[src/rtl/backprop_sequencer.sv]
// Training-pass control FSM for backprop_stack: walks layers last to first,
// steps each row on diff_valid, then drains and counts weight-row updates.
//
// Ports:
//   clk, rst_n          clock, async active-low reset
//   start, abort        pass launch (IDLE only) / synchronous abort
//   num_layers          layer count latched on an accepted start
//   diff_valid          upstream diff data valid this cycle
//   is_update_weight    one weight-row update emitted by backprop_stack
//   current_input_layer layer index presented to backprop_stack
//   current_input_row   row index presented to backprop_stack
//   is_last_layer       current layer is layer n-1
//   start_new_layer     one-cycle pulse at each layer start
//   read_update_data    update drain request
//   active_train        row step valid
//   busy, done, error   pass status
//   update_count        update pulses counted this pass
module backprop_sequencer #(
    parameter int max_layer_size = 4,
    parameter int size           = 3,
    parameter int timeout_cycles = 64
) (
    input  logic        clk,
    input  logic        rst_n,
    input  logic        start,
    input  logic        abort,
    input  logic [7:0]  num_layers,
    input  logic        diff_valid,
    input  logic        is_update_weight,
    output logic [31:0] current_input_layer,
    output logic [31:0] current_input_row,
    output logic        is_last_layer,
    output logic        start_new_layer,
    output logic        read_update_data,
    output logic        active_train,
    output logic        busy,
    output logic        done,
    output logic        error,
    output logic [15:0] update_count
);

    localparam int RW = (size > 1) ? $clog2(size) : 1;
    localparam int TW = $clog2(timeout_cycles + 1);

    localparam logic [RW-1:0] ROW_LAST = RW'(size - 1);
    localparam logic [TW-1:0] TO_LIM   = TW'(timeout_cycles);
    localparam logic [7:0]    MAX_L    = 8'(max_layer_size);
    localparam logic [15:0]   SIZE16   = 16'(size);

    typedef enum logic [2:0] {
        IDLE,
        START_LAYER,
        ROW,
        UPDATE,
        DONE
    } state_t;

    state_t        state;
    logic [7:0]    n_q;
    logic [7:0]    layer_q;
    logic [RW-1:0] row_q;
    logic [TW-1:0] to_cnt;
    logic          in_row;

    logic [15:0]   target;
    logic [15:0]   cnt_inc;
    logic [TW-1:0] to_inc;
    logic [7:0]    layer_dec;
    logic [RW-1:0] row_inc;
    logic          start_ok;

    assign target    = {8'd0, n_q} * SIZE16;
    assign cnt_inc   = update_count + 16'd1;
    assign to_inc    = to_cnt + TW'(1);
    assign layer_dec = layer_q - 8'd1;
    assign row_inc   = row_q + RW'(1);
    assign start_ok  = (num_layers != 8'd0) && (num_layers <= MAX_L);

    // The step strobe must coincide with the diff data it qualifies, so the
    // registered ROW flag is gated by the live diff_valid.
    assign active_train = in_row & diff_valid;

    always_ff @(posedge clk or negedge rst_n) begin
        if (!rst_n) begin
            state               <= IDLE;
            n_q                 <= '0;
            layer_q             <= '0;
            row_q               <= '0;
            to_cnt              <= '0;
            in_row              <= 1'b0;
            current_input_layer <= '0;
            current_input_row   <= '0;
            is_last_layer       <= 1'b0;
            start_new_layer     <= 1'b0;
            read_update_data    <= 1'b0;
            busy                <= 1'b0;
            done                <= 1'b0;
            error               <= 1'b0;
            update_count        <= '0;
        end else begin
            start_new_layer <= 1'b0;
            done            <= 1'b0;
            error           <= 1'b0;
            if (abort && state != IDLE) begin
                state               <= IDLE;
                layer_q             <= '0;
                row_q               <= '0;
                to_cnt              <= '0;
                in_row              <= 1'b0;
                current_input_layer <= '0;
                current_input_row   <= '0;
                is_last_layer       <= 1'b0;
                read_update_data    <= 1'b0;
                busy                <= 1'b0;
                update_count        <= '0;
            end else begin
                unique case (state)
                    IDLE: begin
                        if (start && start_ok) begin
                            state               <= START_LAYER;
                            n_q                 <= num_layers;
                            layer_q             <= num_layers - 8'd1;
                            row_q               <= '0;
                            to_cnt              <= '0;
                            update_count        <= '0;
                            start_new_layer     <= 1'b1;
                            busy                <= 1'b1;
                            current_input_layer <= {24'd0, num_layers - 8'd1};
                            current_input_row   <= '0;
                            is_last_layer       <= 1'b1;
                        end else if (start) begin
                            error <= 1'b1;
                        end
                    end
                    START_LAYER: begin
                        state  <= ROW;
                        in_row <= 1'b1;
                    end
                    ROW: begin
                        if (diff_valid) begin
                            if (row_q != ROW_LAST) begin
                                row_q             <= row_inc;
                                current_input_row <= {{(32-RW){1'b0}}, row_inc};
                            end else if (layer_q != 8'd0) begin
                                state               <= START_LAYER;
                                in_row              <= 1'b0;
                                layer_q             <= layer_dec;
                                row_q               <= '0;
                                start_new_layer     <= 1'b1;
                                current_input_layer <= {24'd0, layer_dec};
                                current_input_row   <= '0;
                                is_last_layer       <= (layer_dec == n_q - 8'd1);
                            end else begin
                                state            <= UPDATE;
                                in_row           <= 1'b0;
                                to_cnt           <= '0;
                                read_update_data <= 1'b1;
                                is_last_layer    <= 1'b0;
                            end
                        end
                    end
                    UPDATE: begin
                        // A pulse landing on the final count is counted
                        // before the exit; pulses after exit are ignored.
                        if (is_update_weight) begin
                            update_count <= cnt_inc;
                            to_cnt       <= '0;
                            if (cnt_inc == target) begin
                                state               <= DONE;
                                done                <= 1'b1;
                                read_update_data    <= 1'b0;
                                current_input_layer <= '0;
                                current_input_row   <= '0;
                            end
                        end else begin
                            to_cnt <= to_inc;
                            if (to_inc == TO_LIM) begin
                                state               <= DONE;
                                done                <= 1'b1;
                                error               <= 1'b1;
                                read_update_data    <= 1'b0;
                                current_input_layer <= '0;
                                current_input_row   <= '0;
                            end
                        end
                    end
                    DONE: begin
                        state   <= IDLE;
                        busy    <= 1'b0;
                        layer_q <= '0;
                        row_q   <= '0;
                        to_cnt  <= '0;
                    end
                    default: state <= IDLE;
                endcase
            end
        end
    end

endmodule

[config.mk]
export PLATFORM = sky130hd
export DESIGN_NAME = backprop_sequencer
export DESIGN_NICKNAME = d
export VERILOG_FILES = /design/src/rtl/backprop_sequencer.sv
export SDC_FILE = /design/constraint.sdc
export NUM_CORES = 1
export LEC_CHECK = 0
export CAP_MARGIN = 20
export CORE_ASPECT_RATIO = 0.9
export CORE_UTILIZATION = 30
export CTS_CLUSTER_SIZE = 8
export DETAILED_ROUTE_END_ITERATION = 8
export PLACE_DENSITY = 0.63
export SLEW_MARGIN = 20
export SYNTH_ARGS = -nofsm -noshare
export SYNTH_HDL_FRONTEND = slang
export SYNTH_SLANG_ARGS = --single-unit
[constraint.sdc]
create_clock -name clk -period 2.7 [get_ports clk]
set_input_delay 0.81 -clock clk [delete_from_list [all_inputs] [get_ports clk]]
set_output_delay 0.81 -clock clk [all_outputs]
set_load 0.05 [all_outputs]
== Word-level counts from Yosys, hierarchy flattened ==
Cells that the tools add are included.
W data, S select, Z words.

* Memories kept: 0
* Word-level logic and storage cells: 152
* Output and inout port bits: 87
* Memory bits (read-only): 0
* RAM bits: 0
* Latch bits: 0
* Input bits: 14
* Flip-flop bits (word level): 115

* $lt $le $gt $ge: 1
* Div/mod/pow operators: 0
* Multiplexer cells: 83
* Equality and inequality tests: 17
* Shifts and indexed selects: 0
* $add $sub $neg: 6
* Bitwise gates (word level): 2
* Multipliers: 1
* Reduce and logical (&&, ||, !) cells: 27

{| class="wikitable"
|+ Operators by type and width
! cell !! count
|-
| $mux W32 || 13
|-
| $pmux W32 S3 || 2
|-
| $mux W16 || 3
|-
| $mux W7 || 6
|-
| $mux W8 || 5
|-
| $pmux W16 S2 || 1
|-
| $mux W1 || 30
|-
| $pmux W7 S4 || 1
|-
| $pmux W8 S3 || 1
|-
| $sub A8 B1 Y8 const B || 3
|-
| $mux W3 || 7
|-
| $ne A3 B3 Y1 const B || 6
|-
| $reduce_bool A3 Y1 || 6
|-
| $add A16 B1 Y16 const B || 1
|-
| $eq A16 B10 Y1 || 1
|-
| $reduce_bool A8 Y1 || 2
|-
| $reduce_and A5 Y1 || 3
|-
| $mux W2 || 6
|-
| $ne A4 B4 Y1 const B || 3
|-
| $pmux W1 S2 || 6
|-
| $pmux W3 S4 || 1
|-
| $reduce_and A6 Y1 || 2
|-
| $mul A8 B2 Y10 const B || 1
|-
| $reduce_and A3 Y1 || 3
|-
| 19 further kinds || 24
|}

== Depth between registers and ports, before layout ==
Gate-level depths: netlist (run 1).

* Depth after elaboration: 7
* Gate-level depth with buffers: 11
* Gate-level depth less buffers: 10

== Least setup slack after synthesis (run 1) ==
No wires, ideal clock.

* Kind: register to register
* Start: reg update_count[0]
* End: reg current_input_layer[1]
* Cell stages (with the launch flop): 10
* Path buffers: 1
* Setup slack: -0.159 ns
* Arrival: 2.717 ns
* Setup time: 0.142 ns
* Path through: dfrtp_1 -> ha_1 -> and3_1 -> and3_1 -> xnor3_1 -> a211oi_1 -> o211ai_1 -> o31ai_2 -> buf_2 -> a31oi_1

* Longest elaborated chain between the ends: 4

{| class="wikitable"
|+ Ends and longest elaborated chain
! what !! line !! RTL
|-
| from (decl) || 39 || <nowiki>output logic [15:0] update_count</nowiki>
|-
| from (signal assigned) || 166 || <nowiki>update_count <= cnt_inc;</nowiki>
|-
| $add A16 B1 Y16 || 73 || <nowiki>assign cnt_inc = update_count + 16'd1;</nowiki>
|-
| $eq A16 B10 Y1 || 168 || <nowiki>if (cnt_inc == target) begin</nowiki>
|-
| $ne A4 B4 Y1 (no line) || n/a ||
|-
| $reduce_and A7 Y1 (no line) || n/a ||
|-
| to (signal assigned) || 128 || <nowiki>current_input_layer <= {24'd0, num_layers - 8'd1};</nowiki>
|-
| to (signal assigned) || 150 || <nowiki>current_input_layer <= {24'd0, layer_dec};</nowiki>
|-
| to (decl) || 30 || <nowiki>output logic [31:0] current_input_layer,</nowiki>
|}

No other way between the ends.
A chain may end at the register's enable or synchronous reset.

== Worst setup path in the final report (run 1) ==
* Start: reg n_q[1]
* End: reg state[1]

* Longest elaborated chain between the ends: 4

{| class="wikitable"
|+ Ends and longest elaborated chain
! what !! line !! RTL
|-
| from (decl) || 59 || <nowiki>logic [7:0] n_q;</nowiki>
|-
| from (signal assigned) || 121 || <nowiki>n_q <= num_layers;</nowiki>
|-
| $mul A8 B2 Y10 || 72 || <nowiki>assign target = {8'd0, n_q} * SIZE16;</nowiki>
|-
| $eq A16 B10 Y1 || 168 ||
|-
| $ne A4 B4 Y1 (no line) || n/a ||
|-
| $reduce_and A5 Y1 (no line) || n/a ||
|-
| to (signal assigned) || 85 || <nowiki>state <= IDLE;</nowiki>
|-
| to (signal assigned) || 169 || <nowiki>state <= DONE;</nowiki>
|-
| to (signal assigned) || 178 || <nowiki>state <= DONE;</nowiki>
|-
| to (decl) || 58 || <nowiki>state_t state;</nowiki>
|}

No other way between the ends.

==> results of run 1 <==
==> sequential cells by signal, indices dropped and copies added, names as in the netlist <==
name and flops:
current_input_row 2, in_row 1, is_last_layer 1, to_cnt 7, start_new_layer 1, update_count 16
layer_q 8, current_input_layer 8, busy 1, state 3, n_q 8, done 1
error 1, row_q 2, read_update_data 1
==> how the worst max path moves through the flow <==
| stage | endpoint | slack (ps) | cells after the start |
|---|---|---|---|
| after CTS | state[1] | -110 | 10 |
| after floorplan | current_input_row[0] | -9 | 11 |
| after detailed placement | current_input_layer[2] | -530 | 9 |
| after global placement | current_input_layer[2] | -540 | 9 |
| final | state[1] | -130 | 10 |
| after global routing | current_input_row[0] | -280 | 12 |
==> power by group <==
group | leakage (uW) | switching [uW] | total (uW) | internal (uW)
logic | 0.00201 | 2110 | 3730 | 1620
clock network | 0.000167 | 425 | 1350 | 925
registers | 0.000787 | 180 | 1300 | 1120
total | 0.00296 | 2720 | 6380 | 3660
==> area by class of cell <==
class	instances	area (um2)	share of cell area
Multi-Input combinational cell	478	3120	0.480
Inverter	26	97.6	0.0150
Sequential cell	61	1530	0.236
Tap cell	202	253	0.0389
Clock buffer	12	246	0.0379
Timing Repair Buffer	132	1160	0.178
Clock inverter	4	95.1	0.0146
==> routing by layer <==
| metal | vias up | share of wire | global-route usage |
|---|---|---|---|
| met5 | - | 0 | 0 |
| li1 | 2209 | - | - |
| met3 | 15 | 0.044 | 0.0264 |
| met4 | 0 | 0.020 | 0.0764 |
| met1 | 2169 | 0.47 | 0.219 |
| met2 | 116 | 0.46 | 0.243 |
==> kinds of logic (layout without fill, tap and decap cells) <==
family | count (synthesis) | in the layout | share of synthesized area
AND/OR/NAND/NOR | 204 | 204 | 0.211
AO/OA/AOI/OAI | 148 | 148 | 0.196
buffers and inverters | 99 | 174 | 0.119
flip-flops | 61 | 61 | 0.313
XOR/XNOR | 42 | 42 | 0.0840
adder cells (fa/ha/maj) | 25 | 25 | 0.0658
multiplexers | 5 | 5 | 0.0105
other | 1 | 54 | 0.000770
==> critical path: cells and delay by family, from the launching register on <==
kind | cells | cell delay, ps
adder cells (fa/ha/maj) | 2 | 400
buffers and inverters | 1 | 50
AO/OA/AOI/OAI | 5 | 1450
flip-flops | 1 | 400
AND/OR/NAND/NOR | 2 | 420
==> timing repair <==
item,CTS,global route
pin swaps,1,8
gates resized for setup,19,29
endpoints found under the setup margin,36,32
hold buffers,0,0
gates cloned,1,1
buffers inserted,2,5
==> Yosys cell counts, types with 10 or more instances <==
cell type,count,share of area
sky130_fd_sc_hd__clkbuf_1,15,0.012
sky130_fd_sc_hd__o21ai_0,53,0.054
sky130_fd_sc_hd__a21oi_1,20,0.021
sky130_fd_sc_hd__nand2b_1,11,0.014
sky130_fd_sc_hd__inv_1,26,0.020
sky130_fd_sc_hd__a31oi_1,11,0.014
sky130_fd_sc_hd__nand3_1,12,0.012
sky130_fd_sc_hd__nor2b_1,10,0.013
sky130_fd_sc_hd__xnor2_1,29,0.052
sky130_fd_sc_hd__ha_1,24,0.062
sky130_fd_sc_hd__dfrtp_1,61,0.31
sky130_fd_sc_hd__nand2_1,55,0.042
sky130_fd_sc_hd__nor3_1,15,0.015
sky130_fd_sc_hd__xor2_1,10,0.018
sky130_fd_sc_hd__nor2_1,55,0.042
sky130_fd_sc_hd__buf_4,54,0.083
==> through the flow <==
stage / instance area, um2 / setup WS (ps) / setup TNS [ps] / power [uW]
2_1_floorplan: 5100 / -9.00 / -49.5 / 3610
6_report: 6500 / -128 / -1090 / 6380
5_1_grt: 6500 / -280 / -3400 / 6800
3_5_place_dp: 5940 / -532 / -19100 / 4720
3_3_place_gp: 5940 / -537 / -20340 / 4690
4_1_cts: 6340 / -107 / -882 / 6210
==> impl_metrics.env, run 1 <==
export IMPL_synth_sequential_area_ratio=0.313
export IMPL_crit_path_top_delay_cell="sky130_fd_sc_hd__dfrtp_1"
export IMPL_worst_endpoint_arrival_ps=3060
export IMPL_max_slew_violation_count=0
export IMPL_worstPathMaxFanout=3
export IMPL_cts_tree="built"
export IMPL_netlist_instances=585
export IMPL_synth_edf_count=0
export IMPL_timing_final_setup_violations=14
export IMPL_drc=0
export IMPL_maxSlewHeadroom=0.641
export IMPL_finalHoldViolations=0
export IMPL_placement_rows=43
export IMPL_clock_skew_ps=6.43
export IMPL_cts_inserted_buffers=9
export IMPL_mostFrequentLayoutCell="sky130_fd_sc_hd__buf_4"
export IMPL_cts_htree_levels=3
export IMPL_globalplace_congestion=0.891
export IMPL_fin_util=0.415
export IMPL_core_area_um2=15700
export IMPL_drive_above_1_share=0.205
export IMPL_post_route_worst_setup_slack_ps=-128
export IMPL_route_detailed_wl_per_inst_um=14.1
export IMPL_hold_ws_ps=465
export IMPL_antennaDiodeCount=0
export IMPL_drt_vias_per_instance=4.93
export IMPL_power_ir_vdd_worst_mv=0.291
export IMPL_dp_cells=890
export IMPL_grt_pass1_wl_um=20700
export IMPL_fp_dieW_um=136
export IMPL_p_leak_uw=0.00296
export IMPL_shortest_clock_period_the_worst_path_allows_after_layout_ps=2830
export IMPL_grt_setup_unrepaired="yes"
export IMPL_holdCritPathClass="in -> async"
export IMPL_synth_area_per_cell_um2=8.32
export IMPL_critical_path_startpoint="n_q[1]"
export IMPL_fin_cells=915
export IMPL_critPathCaptureType="flip-flop"
export IMPL_grt_start_max_net_pins=62
export IMPL_rr_startpoint="n_q[1]"
export IMPL_synth_cell_area_um2=4870
export IMPL_grtUsageTotal=0.160
export IMPL_drt_initial_drc_count=288
export IMPL_worst_slew_pin_slew_ps=537
export IMPL_numClockSinks=61
export IMPL_cap_violations=0
export IMPL_critical_path_cell_chain="ha_2 -> inv_2 -> fa_2 -> nor2b_2 -> o2111a_1 -> o311a_1 -> o32a_1 -> o22a_2 -> or3_4 -> a41o_1"
export IMPL_io_pins=101
export IMPL_fp_dieH_um=123
export IMPL_source_to_sink_clock_delay_at_the_later_pin_of_the_worst_skew_pair_ps=340
export IMPL_vias=4509
export IMPL_reg2reg_setup_slack_ps=-130
export IMPL_cts_reportedPaths_clkPinSlew_ps=50
export IMPL_crit_path_start_kind="flip-flop"
export IMPL_antenna_left=0
export IMPL_yosys_cell_types_count=60
export IMPL_cp_data_required_time_ps=2930
export IMPL_clock_tree_buffer_depth=2
export IMPL_drt_total_wl_um=12900
export IMPL_run_status="finished, violations left"
export IMPL_grt_pass1_vias=4124
export IMPL_area_growth_syn_to_layout_pct=33.6
export IMPL_critPathMaxStageDelay_ps=400
export IMPL_io_buffers=46
export IMPL_violations_in_the_final_reports="setup timing"
export IMPL_reg2regPathDepth=10
export IMPL_finish_net_count=747
export IMPL_dp_hpwl_um=9470
export IMPL_cts_root_buf="sky130_fd_sc_hd__clkbuf_16"
export IMPL_critical_path_reg2reg_endpoint="state[1]"
export IMPL_tcrit_tclk_final=1.05
export IMPL_async_flop_share=1.00
export IMPL_ys_warnings_count=0
export IMPL_postSynthRegisterBits=61
export IMPL_initial_utilization=0.311
export IMPL_synthFlopType="sky130_fd_sc_hd__dfrtp_1"
export IMPL_fillCellCount=1520
export IMPL_most_common_layout_cells="sky130_fd_sc_hd__buf_4, sky130_fd_sc_hd__dfrtp_1, sky130_fd_sc_hd__nor2_1, sky130_fd_sc_hd__nand2_1, sky130_fd_sc_hd__conb_1"
export IMPL_power_per_cell_area_nw_per_um2=981
export IMPL_die_area_um2=16700
export IMPL_critPathKind="reg -> reg"
export IMPL_fmax_ghz=0.354
export IMPL_global_route_overflow_total=0
export IMPL_antenna_found_initial=0
export IMPL_drtPass1Iterations=5
(Power assumes the default switching activity.)
==> run 2: changes to the inputs <==
--- a/config.mk
+++ b/config.mk
@@ -6,11 +6,12 @@
 export NUM_CORES = 1
 export LEC_CHECK = 0
 export CAP_MARGIN = 20
-export CORE_ASPECT_RATIO = 0.9
+export CELL_PAD_IN_SITES_DETAIL_PLACEMENT = 0
+export CELL_PAD_IN_SITES_GLOBAL_PLACEMENT = 1
 export CORE_UTILIZATION = 30
 export CTS_CLUSTER_SIZE = 8
 export DETAILED_ROUTE_END_ITERATION = 8
-export PLACE_DENSITY = 0.63
+export PLACE_DENSITY = 0.78
 export SLEW_MARGIN = 20
 export SYNTH_ARGS = -nofsm -noshare
 export SYNTH_HDL_FRONTEND = slang
==> impl_metrics.env, run 2 (synthesis gave the netlist of run 1 again) <==
export IMPL_placement_cell_area_um2=5980
export IMPL_mostFrequentLayoutCell="sky130_fd_sc_hd__buf_4"
export IMPL_initial_utilization=0.307
export IMPL_cp_data_required_time_ps=2910
export IMPL_drtPass1Iterations=5
export IMPL_crit_path_top_delay_cell="sky130_fd_sc_hd__dfrtp_1"
export IMPL_die_area_um2=16700
export IMPL_cts_htree_levels=3
export IMPL_drt_initial_drc_count=297
export IMPL_finalHoldViolations=0
export IMPL_grtUsageTotal=0.160
export IMPL_routed_top_layer="met4"
export IMPL_clock_tree_buffer_depth=2
export IMPL_fp_dieW_um=129
export IMPL_core_area_um2=15900
export IMPL_io_buffers=46
export IMPL_max_slew_violation_count=0
export IMPL_tcrit_tclk_final=1.03
export IMPL_power_ir_vdd_worst_mv=0.421
export IMPL_cts_root_buf="sky130_fd_sc_hd__clkbuf_16"
export IMPL_numClockSinks=61
export IMPL_violations_in_the_final_reports="setup timing"
export IMPL_cts_reportedPaths_clkPinSlew_ps=60
export IMPL_route_detailed_wl_per_inst_um=14.0
export IMPL_io_pins=101
export IMPL_vias=4507
export IMPL_drc=0
export IMPL_antenna_found_initial=0
export IMPL_fmax_ghz=0.361
export IMPL_antennaDiodeCount=0
export IMPL_post_place_ws_ps=-452
export IMPL_critPathMaxStageDelay_ps=400
export IMPL_area_growth_syn_to_layout_pct=31.6
export IMPL_setup_total_negative_slack_ps=-640
export IMPL_combinational_share_of_power=0.606
export IMPL_source_to_sink_clock_delay_at_the_later_pin_of_the_worst_skew_pair_ps=340
export IMPL_most_common_layout_cells="sky130_fd_sc_hd__buf_4, sky130_fd_sc_hd__dfrtp_1, sky130_fd_sc_hd__nand2_1"
export IMPL_cap_violations=0
export IMPL_p_clk_frac=0.173
export IMPL_largest_register="update_count"
export IMPL_critical_path_cell_chain="ha_2 -> inv_2 -> fa_2 -> nor2b_2 -> o2111a_1 -> o311a_1 -> o32a_1 -> o22a_2 -> o31ai_2 -> buf_6 -> o211ai_1"
export IMPL_worst_endpoint_arrival_ps=2980
export IMPL_p_leak_uw=0.00293
export IMPL_number_of_flip_flops_under_the_largest_register_name=16
export IMPL_cts_hold_buffers=0
export IMPL_wl_met1_um=5860
export IMPL_switching_share=0.450
export IMPL_grt_setup_unrepaired="yes"
export IMPL_fp_dieH_um=129
export IMPL_worst_slew_pin_slew_ps=546
export IMPL_timing_final_setup_violations=13
export IMPL_crit_path_start_kind="flip-flop"
export IMPL_dp_hpwl_um=10000
export IMPL_critPathKind="reg -> reg"
export IMPL_internal_power_uw=3280
export IMPL_worstPathMaxFanout=12
export IMPL_finish_net_count=743
export IMPL_grt_pass1_vias=4236
export IMPL_shortest_clock_period_the_worst_path_allows_after_layout_ps=2770
export IMPL_antenna_left=0
export IMPL_fillCellCount=1633
export IMPL_grt_pass1_wl_um=21000
export IMPL_cts_tree="built"
export IMPL_maxSlewHeadroom=0.632
export IMPL_drive_above_1_share=0.197
export IMPL_detailroute_wirelength_met2_um=6310
export IMPL_clock_skew_ps=9.20
export IMPL_power_frac_seq=0.221
export IMPL_cts_inserted_buffers=9
export IMPL_wl_met3_um=527
export IMPL_power_per_cell_area_nw_per_um2=931
export IMPL_net_switching_power_uw=2680
export IMPL_holdCritPathClass="in -> async"
export IMPL_final_area_um2=6410
export IMPL_reg2reg_setup_slack_ps=-70
export IMPL_drt_vias_per_instance=4.87
export IMPL_drt_total_wl_um=13000
export IMPL_critPathCaptureType="flip-flop"
export IMPL_globalplace_congestion=0.893
export IMPL_grt_start_max_net_pins=38
export IMPL_post_route_worst_setup_slack_ps=-71.3
export IMPL_run_status="finished, violations left"
export IMPL_global_route_overflow_total=0
export IMPL_placement_rows=46
## run 2: changes by cell type in the layout (fill, tap and decap cells not counted), moves of 3 or more
cell	previous run	this run
sky130_fd_sc_hd__o21ai_0	49	36
sky130_fd_sc_hd__o21ai_1	1	12
sky130_fd_sc_hd__a21oi_2	4	0
sky130_fd_sc_hd__a21oi_1	16	19
sky130_fd_sc_hd__buf_4	79	76
sky130_fd_sc_hd__bufinv_16	3	0
sky130_fd_sc_hd__clkinv_2	1	4
## run 2: critical path, delay by kind of cell (launching register included)
kind            cells  cell delay (ps)
fa+ha+maj           2              400
simple gates        1               50
buf+inv             2              260
compound gates      6             1520
flops               1              400
## run 2: path summary, 6_finish.rpt
| kind | startpoint | endpoint | cells past startpoint |
|---|---|---|---|
| setup reg to reg | n_q[1] | current_input_row[1] | 11 |
| hold reg to reg | layer_q[6] | layer_q[6] | 2 |
| hold / removal | rst_n | current_input_layer[7] | 1 |
| setup / recovery | n_q[1] | current_input_row[1] | 11 |
| max in group asynchronous | rst_n | update_count[0] | 2 |
| min in group clk | layer_q[6] | layer_q[6] | 2 |
## run 2: layout make-up
cell class	instances	area (um2)	area share
inverter	26	97.6	0.0152
multi-input combinational	478	3100	0.484
tap	216	270	0.0422
clock buffer	11	233	0.0363
clock inverter	5	27.5	0.00430
sequential	61	1530	0.239
timing repair buffer	128	1140	0.179
## run 2: per-stage QoR
step	cells	util	power (uW)	hold slack (ps)
floorplan	638	-	3610	446
global route	925	0.403	6380	446
detailed placement	907	0.376	4750	484
finish	925	0.403	5960	421
global placement	907	0.376	4690	482
CTS	923	0.394	5850	432
## run 2: layer usage
layer  global-route usage  vias to the layer above
li1                     -                     2199
met1                0.204                     2155
met2                0.265                      129
met3               0.0281                       24
met4               0.0651                        0
met5                    0                        -
## run 2: repair_timing
| item | in CTS | in global routing |
|---|---|---|
| gates cloned | 0 | 1 |
| gates resized for setup | 10 | 48 |
| setup buffers | 0 | 1 |
| endpoints found under the setup margin | 26 | 45 |
| pin swaps | 8 | 6 |
## run 2: power groups by stage
| stage | sequential (uW) | combinational (uW) | clock, uW |
|---|---|---|---|
| detailed placement | 1330 | 3420 | 0 |
| finish | 1320 | 3610 | 1030 |
| global route | 1350 | 3930 | 1090 |
| floorplan | 1520 | 2080 | 0 |
| global placement | 1330 | 3370 | 0 |
| CTS | 1320 | 3470 | 1060 |
==> run 3: changes to the inputs <==
--- a/config.mk
+++ b/config.mk
@@ -8,6 +8,7 @@
 export CAP_MARGIN = 20
 export CELL_PAD_IN_SITES_DETAIL_PLACEMENT = 0
 export CELL_PAD_IN_SITES_GLOBAL_PLACEMENT = 1
+export CORE_ASPECT_RATIO = 0.75
 export CORE_UTILIZATION = 30
 export CTS_CLUSTER_SIZE = 8
 export DETAILED_ROUTE_END_ITERATION = 8
==> impl_metrics.env, run 3 (synthesis gave the netlist of run 1 again) <==
export IMPL_run_status="finished, violations left"
export IMPL_violations_in_the_final_reports="setup timing"
export IMPL_numClockSinks=61
export IMPL_critical_path_startpoint="n_q[1]"
export IMPL_timing_final_setup_violations=14
export IMPL_initial_utilization=0.314
export IMPL_fp_dieW_um=149
export IMPL_grt_setup_unrepaired="yes"
export IMPL_finalHoldViolations=0
export IMPL_power_per_cell_area_nw_per_um2=958
export IMPL_io_buffers=46
export IMPL_antenna_left=0
export IMPL_worst_slew_pin_slew_ps=564
export IMPL_power_ir_vdd_worst_mv=0.356
export IMPL_die_area_um2=16800
export IMPL_holdCritPathClass="in -> async"
export IMPL_max_slew_violation_count=0
export IMPL_placement_rows=39
export IMPL_area_growth_syn_to_layout_pct=32.1
export IMPL_finalPower_uw=6170
export IMPL_antenna_found_initial=0
export IMPL_largest_register="update_count"
export IMPL_critPathKind="reg -> reg"
export IMPL_mostFrequentLayoutCell="sky130_fd_sc_hd__buf_4"
export IMPL_rr_startpoint="n_q[1]"
export IMPL_cap_violations=0
export IMPL_worst_endpoint_arrival_ps=3060
export IMPL_finish_net_count=749
export IMPL_setup_total_negative_slack_ps=-1310
export IMPL_grt_pass1_wl_um=22000
export IMPL_drt_initial_drc_count=397
export IMPL_crit_path_top_delay_cell="sky130_fd_sc_hd__dfrtp_1"
export IMPL_global_route_overflow_total=0
export IMPL_cts_reportedPaths_clkPinSlew_ps=60
export IMPL_cts_htree_levels=3
export IMPL_drc=0
export IMPL_maxSlewHeadroom=0.624
export IMPL_clock_tree_buffer_depth=2
export IMPL_cts_inserted_buffers=9
export IMPL_critPathCaptureType="flip-flop"
export IMPL_total_area_of_sequential_cells_um2=1530
export IMPL_fillCellCount=1543
export IMPL_critical_path_cell_chain="ha_2 -> inv_2 -> fa_2 -> nor2b_2 -> o2111a_1 -> o311a_1 -> o32a_1 -> o22a_2 -> or3_4 -> a41o_1"
export IMPL_drt_total_wl_um=13700
export IMPL_cp_data_required_time_ps=2930
export IMPL_most_common_layout_cells="sky130_fd_sc_hd__buf_4, sky130_fd_sc_hd__dfrtp_1, sky130_fd_sc_hd__nand2_1"
export IMPL_crit_path_start_kind="flip-flop"
export IMPL_vias=4544
export IMPL_core_area_um2=15500
export IMPL_grt_start_max_net_pins=41
export IMPL_globalplace_congestion=0.889
export IMPL_grtUsageTotal=0.167
export IMPL_number_of_flip_flops_under_the_largest_register_name=16
export IMPL_post_route_worst_setup_slack_ps=-137
export IMPL_drtPass1Iterations=5
export IMPL_cts_tree="built"
export IMPL_grt_pass1_vias=4230
export IMPL_multi_input_area_um2=3080
export IMPL_fmax_ghz=0.353
export IMPL_shortest_clock_period_the_worst_path_allows_after_layout_ps=2840
export IMPL_clock_skew_ps=8.56
export IMPL_cts_root_buf="sky130_fd_sc_hd__clkbuf_16"
export IMPL_source_to_sink_clock_delay_at_the_later_pin_of_the_worst_skew_pair_ps=340
export IMPL_io_pins=101
export IMPL_drt_vias_per_instance=4.94
export IMPL_worstPathMaxFanout=3
export IMPL_fp_dieH_um=112
export IMPL_post_place_ws_ps=-575
export IMPL_p_leak_uw=0.00295
export IMPL_tcrit_tclk_final=1.05
export IMPL_critPathMaxStageDelay_ps=410
export IMPL_drive_above_1_share=0.200
export IMPL_dp_hpwl_um=10600
export IMPL_antennaDiodeCount=0
export IMPL_route_detailed_wl_per_inst_um=14.9
run 3: worst paths after layout:
check,to,slack (ps),cells after the start
worst max-delay path,state[1],-140,10
worst min-delay path,read_update_data,470,1
worst max register to register,state[1],-140,10
worst min register to register,layer_q[6],490,2
max in group asynchronous,update_count[4],1590,2
min in group clk,layer_q[6],490,2
run 3: layout make-up:
class / count / area share
Inverter: 26 / 0.0152
Multi-Input combinational cell: 478 / 0.478
Clock inverter: 4 / 0.00739
Sequential cell: 61 / 0.238
Timing Repair Buffer: 134 / 0.183
Clock buffer: 12 / 0.0383
Tap cell: 205 / 0.0399
run 3: worst max-delay path, delay by kind of cell, from the launching register on:
kind | cells | cell delay, ps
flops | 1 | 410
fa+ha+maj | 2 | 420
simple gates | 2 | 430
compound gates | 5 | 1420
buf+inv | 1 | 60
run 3: where the power goes:
part	switching, uW	total, uW	internal [uW]
Clock	427	1160	737
Sequential	217	1330	1120
Combinational	2080	3670	1590
Total	2720	6170	3440
run 3: stage by stage:
stage	hold WS [ps]	util	instances	cell area, um2
global route	508	0.415	920	6430
global placement	469	0.386	899	5990
CTS	476	0.410	919	6360
finish	470	0.415	920	6430
detailed placement	491	0.386	899	5990
floorplan	446	-	638	5100
run 3: layer usage:
metal,track usage,up-vias,routed length [um]
li1,-,2214,-
met1,0.243,2201,6750
met2,0.247,114,6160
met3,0.0337,15,650
met4,0.0510,0,187
met5,0,-,0
run 3: timing repair:
item	in CTS	in global routing
hold buffers	0	0
pin swaps	9	7
cloned	1	0
buffers inserted	3	1
resized for setup	21	34
endpoints found under the setup margin	39	40
hold endpoints to repair	0	0
